File: src/rtl/fetch_pkg.sv
// Shared definitions for the instruction fetch unit: datapath widths, reset PC,
// FSM state encoding and the redirect alignment helper.
package fetch_pkg;

   localparam int unsigned XLEN = 32;
   localparam int unsigned ILEN = 32;

   localparam logic [XLEN-1:0] DEFAULT_RESET_PC = 32'h0000_0000;
   localparam logic [XLEN-1:0] PC_STEP          = 32'd4;

   typedef enum logic [1:0] {
      IDLE  = 2'd0,
      FETCH = 2'd1,
      DRAIN = 2'd2
   } fetch_state_t;

   function automatic logic [XLEN-1:0] align_pc(input logic [XLEN-1:0] pc);
      return pc & ~XLEN'(3);
   endfunction

endpackage

File: src/rtl/fetch_buffer.sv
// In-order fetch buffer: entries are allocated with their PC on request, filled
// with the instruction word on response, and popped by decode.
module fetch_buffer
   import fetch_pkg::*;
#(
   parameter int unsigned DEPTH = 2
) (
   input  logic                   clk,
   input  logic                   reset,
   input  logic                   flush,
   input  logic                   alloc,
   input  logic [XLEN-1:0]        alloc_pc,
   input  logic                   fill,
   input  logic [ILEN-1:0]        fill_data,
   input  logic                   pop,
   output logic                   full,
   output logic [$clog2(DEPTH):0] pending,
   output logic                   head_valid,
   output logic [XLEN-1:0]        head_pc,
   output logic [ILEN-1:0]        head_data
);

   localparam int unsigned PW = $clog2(DEPTH);
   localparam int unsigned CW = PW + 1;

   logic [XLEN-1:0] pc_q   [DEPTH];
   logic [ILEN-1:0] data_q [DEPTH];
   logic [PW-1:0]   head, fill_ptr, tail;
   logic [CW-1:0]   count, unfilled;
   logic            head_filled, bypass;
   logic            alloc_ok, fill_ok, pop_ok;

   assign full        = (count == CW'(DEPTH));
   assign pending     = unfilled;
   assign head_filled = (count != unfilled);
   // With no filled entry, the oldest unfilled entry is the head, so a
   // response can be handed straight to decode in the cycle it arrives.
   assign bypass      = fill_ok && !head_filled;
   assign head_valid  = head_filled || bypass;
   assign head_pc     = pc_q[head];
   assign head_data   = bypass ? fill_data : data_q[head];

   assign alloc_ok = alloc && !full;
   assign fill_ok  = fill && (unfilled != '0);
   assign pop_ok   = pop && head_valid;

   always_ff @(posedge clk) begin
      if (reset) begin
         for (int unsigned i = 0; i < DEPTH; i++) begin
            pc_q[i]   <= '0;
            data_q[i] <= '0;
         end
         head     <= '0;
         fill_ptr <= '0;
         tail     <= '0;
         count    <= '0;
         unfilled <= '0;
      end else if (flush) begin
         head     <= '0;
         fill_ptr <= '0;
         tail     <= '0;
         count    <= '0;
         unfilled <= '0;
      end else begin
         if (alloc_ok) begin
            pc_q[tail] <= alloc_pc;
            tail       <= tail + 1'b1;
         end
         if (fill_ok) begin
            data_q[fill_ptr] <= fill_data;
            fill_ptr         <= fill_ptr + 1'b1;
         end
         if (pop_ok) begin
            head <= head + 1'b1;
         end
         count    <= count + CW'(alloc_ok) - CW'(pop_ok);
         unfilled <= unfilled + CW'(alloc_ok) - CW'(fill_ok);
      end
   end

endmodule

File: src/rtl/instr_fetch_unit.sv
// Instruction fetch unit: PC, IDLE/FETCH/DRAIN control and redirect handling in
// front of fetch_buffer. Define IFETCH_MISALIGN_CHK_EN to add the misalign_err port.
module instr_fetch_unit
   import fetch_pkg::*;
#(
   parameter logic [XLEN-1:0] RESET_PC  = DEFAULT_RESET_PC,
   parameter int unsigned     BUF_DEPTH = 2
) (
   input  logic            clk,
   input  logic            reset,
   input  logic            redirect_valid,
   input  logic [XLEN-1:0] redirect_pc,
   output logic            imem_req_valid,
   output logic [XLEN-1:0] imem_req_addr,
   input  logic            imem_req_ready,
   input  logic            imem_rsp_valid,
   input  logic [ILEN-1:0] imem_rsp_data,
   output logic            inst_valid,
   output logic [ILEN-1:0] inst_data,
   output logic [XLEN-1:0] inst_pc,
   input  logic            inst_ready
`ifdef IFETCH_MISALIGN_CHK_EN
   ,
   output logic            misalign_err
`endif
);

   localparam int unsigned CW = $clog2(BUF_DEPTH) + 1;

   fetch_state_t    state, state_n;
   logic [XLEN-1:0] pc, pc_n, target;
   logic [CW-1:0]   stale, stale_n, pending;
   logic            full, req_fire, fill, pop;

   assign target        = align_pc(redirect_pc);
   assign imem_req_addr = pc;
   assign req_fire      = imem_req_valid && imem_req_ready;
   assign fill          = imem_rsp_valid && (state == FETCH) && !redirect_valid;
   assign pop           = inst_valid && inst_ready;

   fetch_buffer #(.DEPTH(BUF_DEPTH)) u_buf (
      .clk       (clk),
      .reset     (reset),
      .flush     (redirect_valid),
      .alloc     (req_fire),
      .alloc_pc  (pc),
      .fill      (fill),
      .fill_data (imem_rsp_data),
      .pop       (pop),
      .full      (full),
      .pending   (pending),
      .head_valid(inst_valid),
      .head_pc   (inst_pc),
      .head_data (inst_data)
   );

   always_comb begin
      state_n        = state;
      pc_n           = pc;
      stale_n        = stale;
      imem_req_valid = (state == FETCH) && !full && !redirect_valid;
      if (req_fire) begin
         pc_n = pc + PC_STEP;
      end
      if ((state == DRAIN) && imem_rsp_valid && (stale != '0)) begin
         stale_n = stale - 1'b1;
      end
      case (state)
         IDLE:    state_n = FETCH;
         FETCH:   state_n = FETCH;
         DRAIN:   if (stale_n == '0) state_n = FETCH;
         default: state_n = IDLE;
      endcase
      // Outside DRAIN every unfilled entry becomes stale; a response arriving
      // alongside the redirect is one of them and is consumed here.
      if (redirect_valid) begin
         pc_n = target;
         if (state != DRAIN) begin
            stale_n = stale + pending - CW'(imem_rsp_valid && (pending != '0));
         end
         state_n = (stale_n != '0) ? DRAIN : FETCH;
      end
   end

   always_ff @(posedge clk) begin
      if (reset) begin
         state <= IDLE;
         pc    <= RESET_PC;
         stale <= '0;
      end else begin
         state <= state_n;
         pc    <= pc_n;
         stale <= stale_n;
      end
   end

`ifdef IFETCH_MISALIGN_CHK_EN
   always_ff @(posedge clk) begin
      if (reset) begin
         misalign_err <= 1'b0;
      end else begin
         misalign_err <= redirect_valid && (redirect_pc[1:0] != 2'b00);
      end
   end
`endif

endmodule

File: config.mk
export PLATFORM = sky130hd
export DESIGN_NAME = instr_fetch_unit
export DESIGN_NICKNAME = d
export VERILOG_FILES = /design/src/rtl/fetch_pkg.sv /design/src/rtl/fetch_buffer.sv /design/src/rtl/instr_fetch_unit.sv
export SDC_FILE = /design/constraint.sdc
export NUM_CORES = 1
export LEC_CHECK = 0
export ABC_AREA = 1
export BUFFER_PORTS_ARGS = -buffer_cell sky130_fd_sc_hd__clkbuf_2
export CORE_ASPECT_RATIO = 1.1
export CORE_MARGIN = 2
export CORE_UTILIZATION = 50
export DETAILED_ROUTE_END_ITERATION = 8
export HOLD_SLACK_MARGIN = 0.1
export PLACE_DENSITY = 0.81
export SETUP_SLACK_MARGIN = 0.05
export SKIP_LAST_GASP = 1
export SLEW_MARGIN = 25
export SYNTH_ARGS = -nofsm -noshare
export SYNTH_HDL_FRONTEND = slang
export SYNTH_SLANG_ARGS = --single-unit
File: constraint.sdc
create_clock -name clk -period 6.1 [get_ports clk]
set_clock_uncertainty 0.05 [all_clocks]
set_input_delay 0.61 -clock clk [delete_from_list [all_inputs] [get_ports clk]]
set_output_delay 0.61 -clock clk [all_outputs]
set_load 0.005 [all_outputs]
-- After elaboration in Yosys (flattened, before gate mapping)
Memory sizes are Yosys's and may differ from the RTL's. A register that Yosys moved wholly into a read port is not among the register bits.
Cells that the tools add are included.
- add/sub/neg operators: 11
- multipliers: 0
- div/mod/pow operators: 0
- $lt $le $gt $ge: 0
- equal/unequal tests: 6
- shifts and indexed selects: 0
- multiplexer cells: 31
- bitwise logic cells: 0
- reductions and logical operators: 27
- operator list (kind ; count):
    2-to-1 mux 32 bit ; 5
    OR reduction 32 bit ; 2
    adder 32 x 3 -> 32 bit (second input constant) ; 1
    2-to-1 mux 1 bit ; 18
    2-to-1 mux 2 bit ; 7
    logical AND 1 bit ; 13
    nonzero test 2 bit ; 4
    subtractor 2 x 1 -> 2 bit ; 3
    adder 2 x 1 -> 2 bit ; 2
    equality test 2 bit (second input constant) ; 2
    zero test 2 bit ; 2
    case mux 2 bit (2 select lines) ; 1
    OR reduction 2 bit ; 2
    adder 1 bit (second input constant) ; 3
    zero test 1 bit ; 3
    != test 3 x 2 -> 1 bit (second input constant) ; 1
    adder 2 bit ; 1
    equality test 2 x 1 -> 1 bit (second input constant) ; 1
    != test 2 bit ; 1
    != test 2 bit (second input constant) ; 1
    subtractor 2 x 1 -> 2 bit (second input constant) ; 1
    logical OR 1 bit ; 1
- register bits: 43
- latch bits: 0
- RAM bits: 128
- bits in read-only memories: 0
- word-level logic and storage cells: 86
- memories kept: 2
- memories (memory ; depth ; bits a word ; rd ports ; clocked after memory_dff ; write ports ; line ; text):
    u_buf.data_q ; 2 ; 32 ; 1 ; 1 ; 2 ; fetch_buffer.sv:27 ; logic [ILEN-1:0] data_q [DEPTH];
    u_buf.pc_q ; 2 ; 32 ; 1 ; 1 ; 2 ; fetch_buffer.sv:26 ; logic [XLEN-1:0] pc_q [DEPTH];

-- Longest topological paths before layout
- depth after elaboration: 12
- gate-level depth with buffers: 14
- mapped depth without buffers: 14

-- By module
Synthesis repeated with hierarchy kept, for this count alone.
- cells, all modules: 971
- area total of the unflattened synthesis: 8748.4 um^2
- by module, submodules not included (module ; instances ; cells each ; area each (um^2) ; seq. area each (um^2)):
    fetch_buffer ; 1 ; 534 ; 6187.2 ; 4003.8
    instr_fetch_unit ; 1 ; 437 ; 2561.2 ; 680.7

-- Worst setup path before layout
No wires, ideal clock.
- kind: input to register
- start: in redirect_valid
- end: mem u_buf.data_q[0][0], enable pin
- data arrival time: 2.085 ns
- data required time: 5.661 ns
- slack: 3.576 ns
- stages: 8
- path buffers: 1
- cells stage by stage: inv_2 -> nand3_2 -> inv_1 -> nand2_2 -> inv_2 -> nand3_2 -> buf_2 -> nand2_1
- RTL lines (element ; line ; text):
    start, declared ; instr_fetch_unit.sv:11 ; input logic redirect_valid,
    end, declared ; fetch_buffer.sv:27 ;

-- Worst setup path after layout
- start: in redirect_valid
- end: out inst_data[11]
- longest elaborated chain between the ends: 5
- RTL lines (element ; line ; text):
    zero test 1 bit ; instr_fetch_unit.sv:38 ; assign fill = imem_rsp_valid && (state == FETCH) && !redirect_valid;
    logical AND 1 bit ; instr_fetch_unit.sv:38 ;
    logical AND 1 bit ; fetch_buffer.sv:44 ; assign fill_ok = fill && (unfilled != '0);
    net u_buf.fill_ok ; fetch_buffer.sv:31 ; logic alloc_ok, fill_ok, pop_ok;
    logical AND 1 bit ; fetch_buffer.sv:38 ; assign bypass = fill_ok && !head_filled;
    2-to-1 mux 32 bit ; fetch_buffer.sv:41 ; assign head_data = bypass ? fill_data : data_q[head];
    end, declared ; instr_fetch_unit.sv:19 ; output logic [ILEN-1:0] inst_data,
The timed path passes the listed nets, and every way through them passes these cells.

==> results.md <==
- Worst reg2reg path startpoint: u_buf.pending[1]
- Mux cell area share after synthesis: 4.02%
- Die area: approximately 0.018 mm²
- Vias in the first global route: about 6500
- Synth area leader: edfxtp_1
- Final setup violation count: 0
- Global-route wire length before repair: 31800 µm
- GPL Wtd Cong: about 0.92
- Worst min-delay path category: primary input to flop
- Skew-Pair Late Insertion Delay: around 0.43 ns
- Placement Cell Area: a little over 0.009 mm²
- Hold violation count in the final report: 0
- Count leader, synth: nor2_1
- GR Util met2: ~39%
- CTS buffer count: 17
- Psw: between 0.0006 and 0.0007 W
- Clock Tree Buf Depth: 2
- Top post-synthesis cells by area: edfxtp_1, dfxtp_1, nor2_1
- Power Density: between 200 and 300 mW/mm²
- Routed vias: between 6000 and 7000
- Final nets: ~1200
- RSZ-0062 raised after global routing: no
- Yosys top cell area share: approximately 44%
- Mean area per synthesized cell: roughly 8.7 µm²
- GRT Resource Usage Total: approximately 23%
- Initial DRC Count: 551
- Clock-pin slew on the worst setup and hold paths: approximately 0.07 ns
- Fill cell count: 1419
- Initial Utilization: between 50% and 60%
- Final instance area: 0.00989 mm²
- Top FF cell, synth: edfxtp_1
- Post-DP HPWL: 13600 µm
- Worst R2R Path Depth: 7
- Share of layout cells above drive strength 1: 22.3%
- Fmax: between 0.2 and 0.3 GHz
- Cell count after synthesis: a little under 1000
- Seq pwr share: between 50% and 60%
- Simple logic cell fraction of the synthesized area: 20.9%
- Hold path depth: 3
- Die width: 128 µm
- Design Power: about 0.0026 W
- Highest net fanout along the worst path: between 60 and 70
- WP data required: approximately 5.4 ns
- Clock share of power: 40.8%
- Post-synthesis compound-gate area fraction: 9.12%
- Setup repair bufs after CTS: 0
- Clk root buf: clkbuf_16
- Critical path cell sequence: clkbuf_2 > inv_2 > nand3_2 > inv_1 > nand2_2 > inv_2 > nand2_4 > o211ai_1 > o21ai_0 > clkbuf_2
- # port buffers: around 160
- Synth cell count leaders: nor2_1, nand2_1, inv_1
- Synth warn: 0
- Setup tns final: 0 ns
- IO Pins: ~170
- GRT met1 Usage: about 29%
- WL/cell: roughly 15 µm
- CTS tree: done
- Main combinational cell family by area after synthesis: simple AND/OR/NAND/NOR gates
- Worst path slowest cell: clkbuf_2
- Sequential cell area fraction in the yosys report: 54.3%
- GRT busiest layer: met2
- Period minus WS final: between 3 and 4 ns
- H-tree depth: 4
- Reg2Reg Setup Slack: ~3.6 ns
- Worst-margin pin slew: between 0.7 and 0.8 ns
- Ant. Diodes: 0
- Area growth, synth to finish: 17.6%
- Post-CTS sizing: 0
- Antenna-violating nets left: 0
- Comb pwr share: under 10%
- P_int: between 0.0015 and 0.002 W
- Hold Crit Start: redirect_pc[10]
- Status: complete, no violations
- Final slew viol count: 0
- Post-Synth Adder-Cell Area: 1.19%
- Final period utilization: ~56%
- Worst path max stage delay: ~0.52 ns
- Post-synth ARST share: 0%
- Number of synthesized register bits: 166
- Relative slew slack: around 50%
- Worst setup SP type: primary input
- Critical path endpoint category: output port
- EDFF count, synth: approximately 120
- Switching share of power: between 20% and 30%
- GR Overflow Total: 0
- Initial antenna violation count: 0
- Yosys cell types: 33
- Max rail drop VDD: between 0.15 and 0.2 mV
- Final WL: 20000 µm
- Cell Rows: a little under 50
- DRC Markers: 0
- Arrival @ worst endpoint: approximately 2.7 ns
- Met3 GRT Util: under 10%
- Die Ht: 140 µm
- Pre-Repair DR Iteration Count: 5
- WS Path Type: primary input to output port
- Synthesized area: around 0.0084 mm²
- Max-cap violation count: 0
- Clk sinks: 166
- Synth Area in XOR/XNOR: approximately 1.6%
- Vias per std cell: between 5 and 6
- WHS Endpoint: imem_req_addr[10]
- Leakage power: around 4.3 nW
- Largest net degree at the start of global routing: 95
- Cts hold-fix bufs: 0
- Core ar.: about 0.016 mm²
- FF-to-FF End: u_buf.data_q[0][29]
## power groups by stage
stage | Sequential (W) | Combinational, W | Clock (W)
2_1_floorplan | 0.00131 | 0.000140 | 0
3_3_place_gp | 0.00132 | 0.000228 | 0
3_5_place_dp | 0.00132 | 0.000233 | 0
4_1_cts | 0.00129 | 0.000235 | 0.00106
5_1_grt | 0.00130 | 0.000266 | 0.00112
6_report | 0.00129 | 0.000238 | 0.00106
## cell families after synthesis
family                   Yosys count
AND/OR/NAND/NOR                  434
buffers and inverters            178
flip-flops                       166
AO/OA/AOI/OAI                    133
multiplexers                      30
XOR/XNOR                          15
adder cells (fa/ha/maj)            8
other                              1
## how the worst max path moves through the flow
stage,from,end,cells after the start
final,redirect_valid,inst_data[11],10
after global routing,redirect_valid,inst_data[11],10
after CTS,redirect_valid,inst_data[11],10
after detailed placement,redirect_valid,u_buf.data_q[0][17],9
after global placement,redirect_valid,u_buf.data_q[0][21],9
after floorplan,redirect_valid,u_buf.data_q[0][0],8
## flip-flops by register name, indices dropped and copies added (netlist names), named ones only
name            count
u_buf.data_q       64
u_buf.pc_q         60
imem_req_addr      30
stale               2
state               2
u_buf.count         2
u_buf.pending       2
u_buf.fill_ptr      1
u_buf.head          1
u_buf.tail          1
## stage by stage
stage	hold slack, ns	utilization, %	setup WS (ns)	instances
finish	0.377	60.2	2.71	1328
global route	0.376	60.2	2.43	1328
CTS	0.368	60.1	2.71	1327
detailed placement	0.390	56.6	2.65	1296
global placement	0.380	56.6	2.71	1296
floorplan	0.375	-	3.58	968
## layout by cell type (no fill, tap or decap), drive strengths merged
master,synthesis,final
a21boi,1,1
a21oi,31,31
a22oi,2,2
a31oi,3,3
buf,30,8
bufinv,0,2
clkbuf,14,178
clkinv,0,7
clkinvlp,0,2
conb,1,4
dfxtp,42,42
edfxtp,124,124
ha,8,8
inv,134,137
mux2,30,30
nand2,188,188
nand3,36,36
nand4,4,4
nor2,204,204
o211ai,33,33
o21ai,63,63
or2,2,2
xnor2,2,2
xor2,13,13
## layer usage
metal	up-vias	routed length [µm]
met1	3224	8370
met5	-	0
met3	25	1540
met4	0	314
met2	288	9820
li1	3423	-
## cell type report
type | instances | area [µm²] | share of cell area [%]
clock buffers | 17 | 425 | 4.30
clock inverters | 14 | 153 | 1.54
inverters | 134 | 503 | 5.09
repair buffers | 169 | 878 | 8.88
multi-input cells | 624 | 3110 | 31.4
flip-flops and latches | 166 | 4570 | 46.2
well taps | 204 | 255 | 2.58
## critical path: cells and delay by family
| family | cells | cell delay, ns |
|---|---|---|
| buffers and inverters | 5 | 1.05 |
| AO/OA/AOI/OAI | 2 | 0.32 |
| AND/OR/NAND/NOR | 3 | 0.72 |
Power figures use the tool's default switching activity.
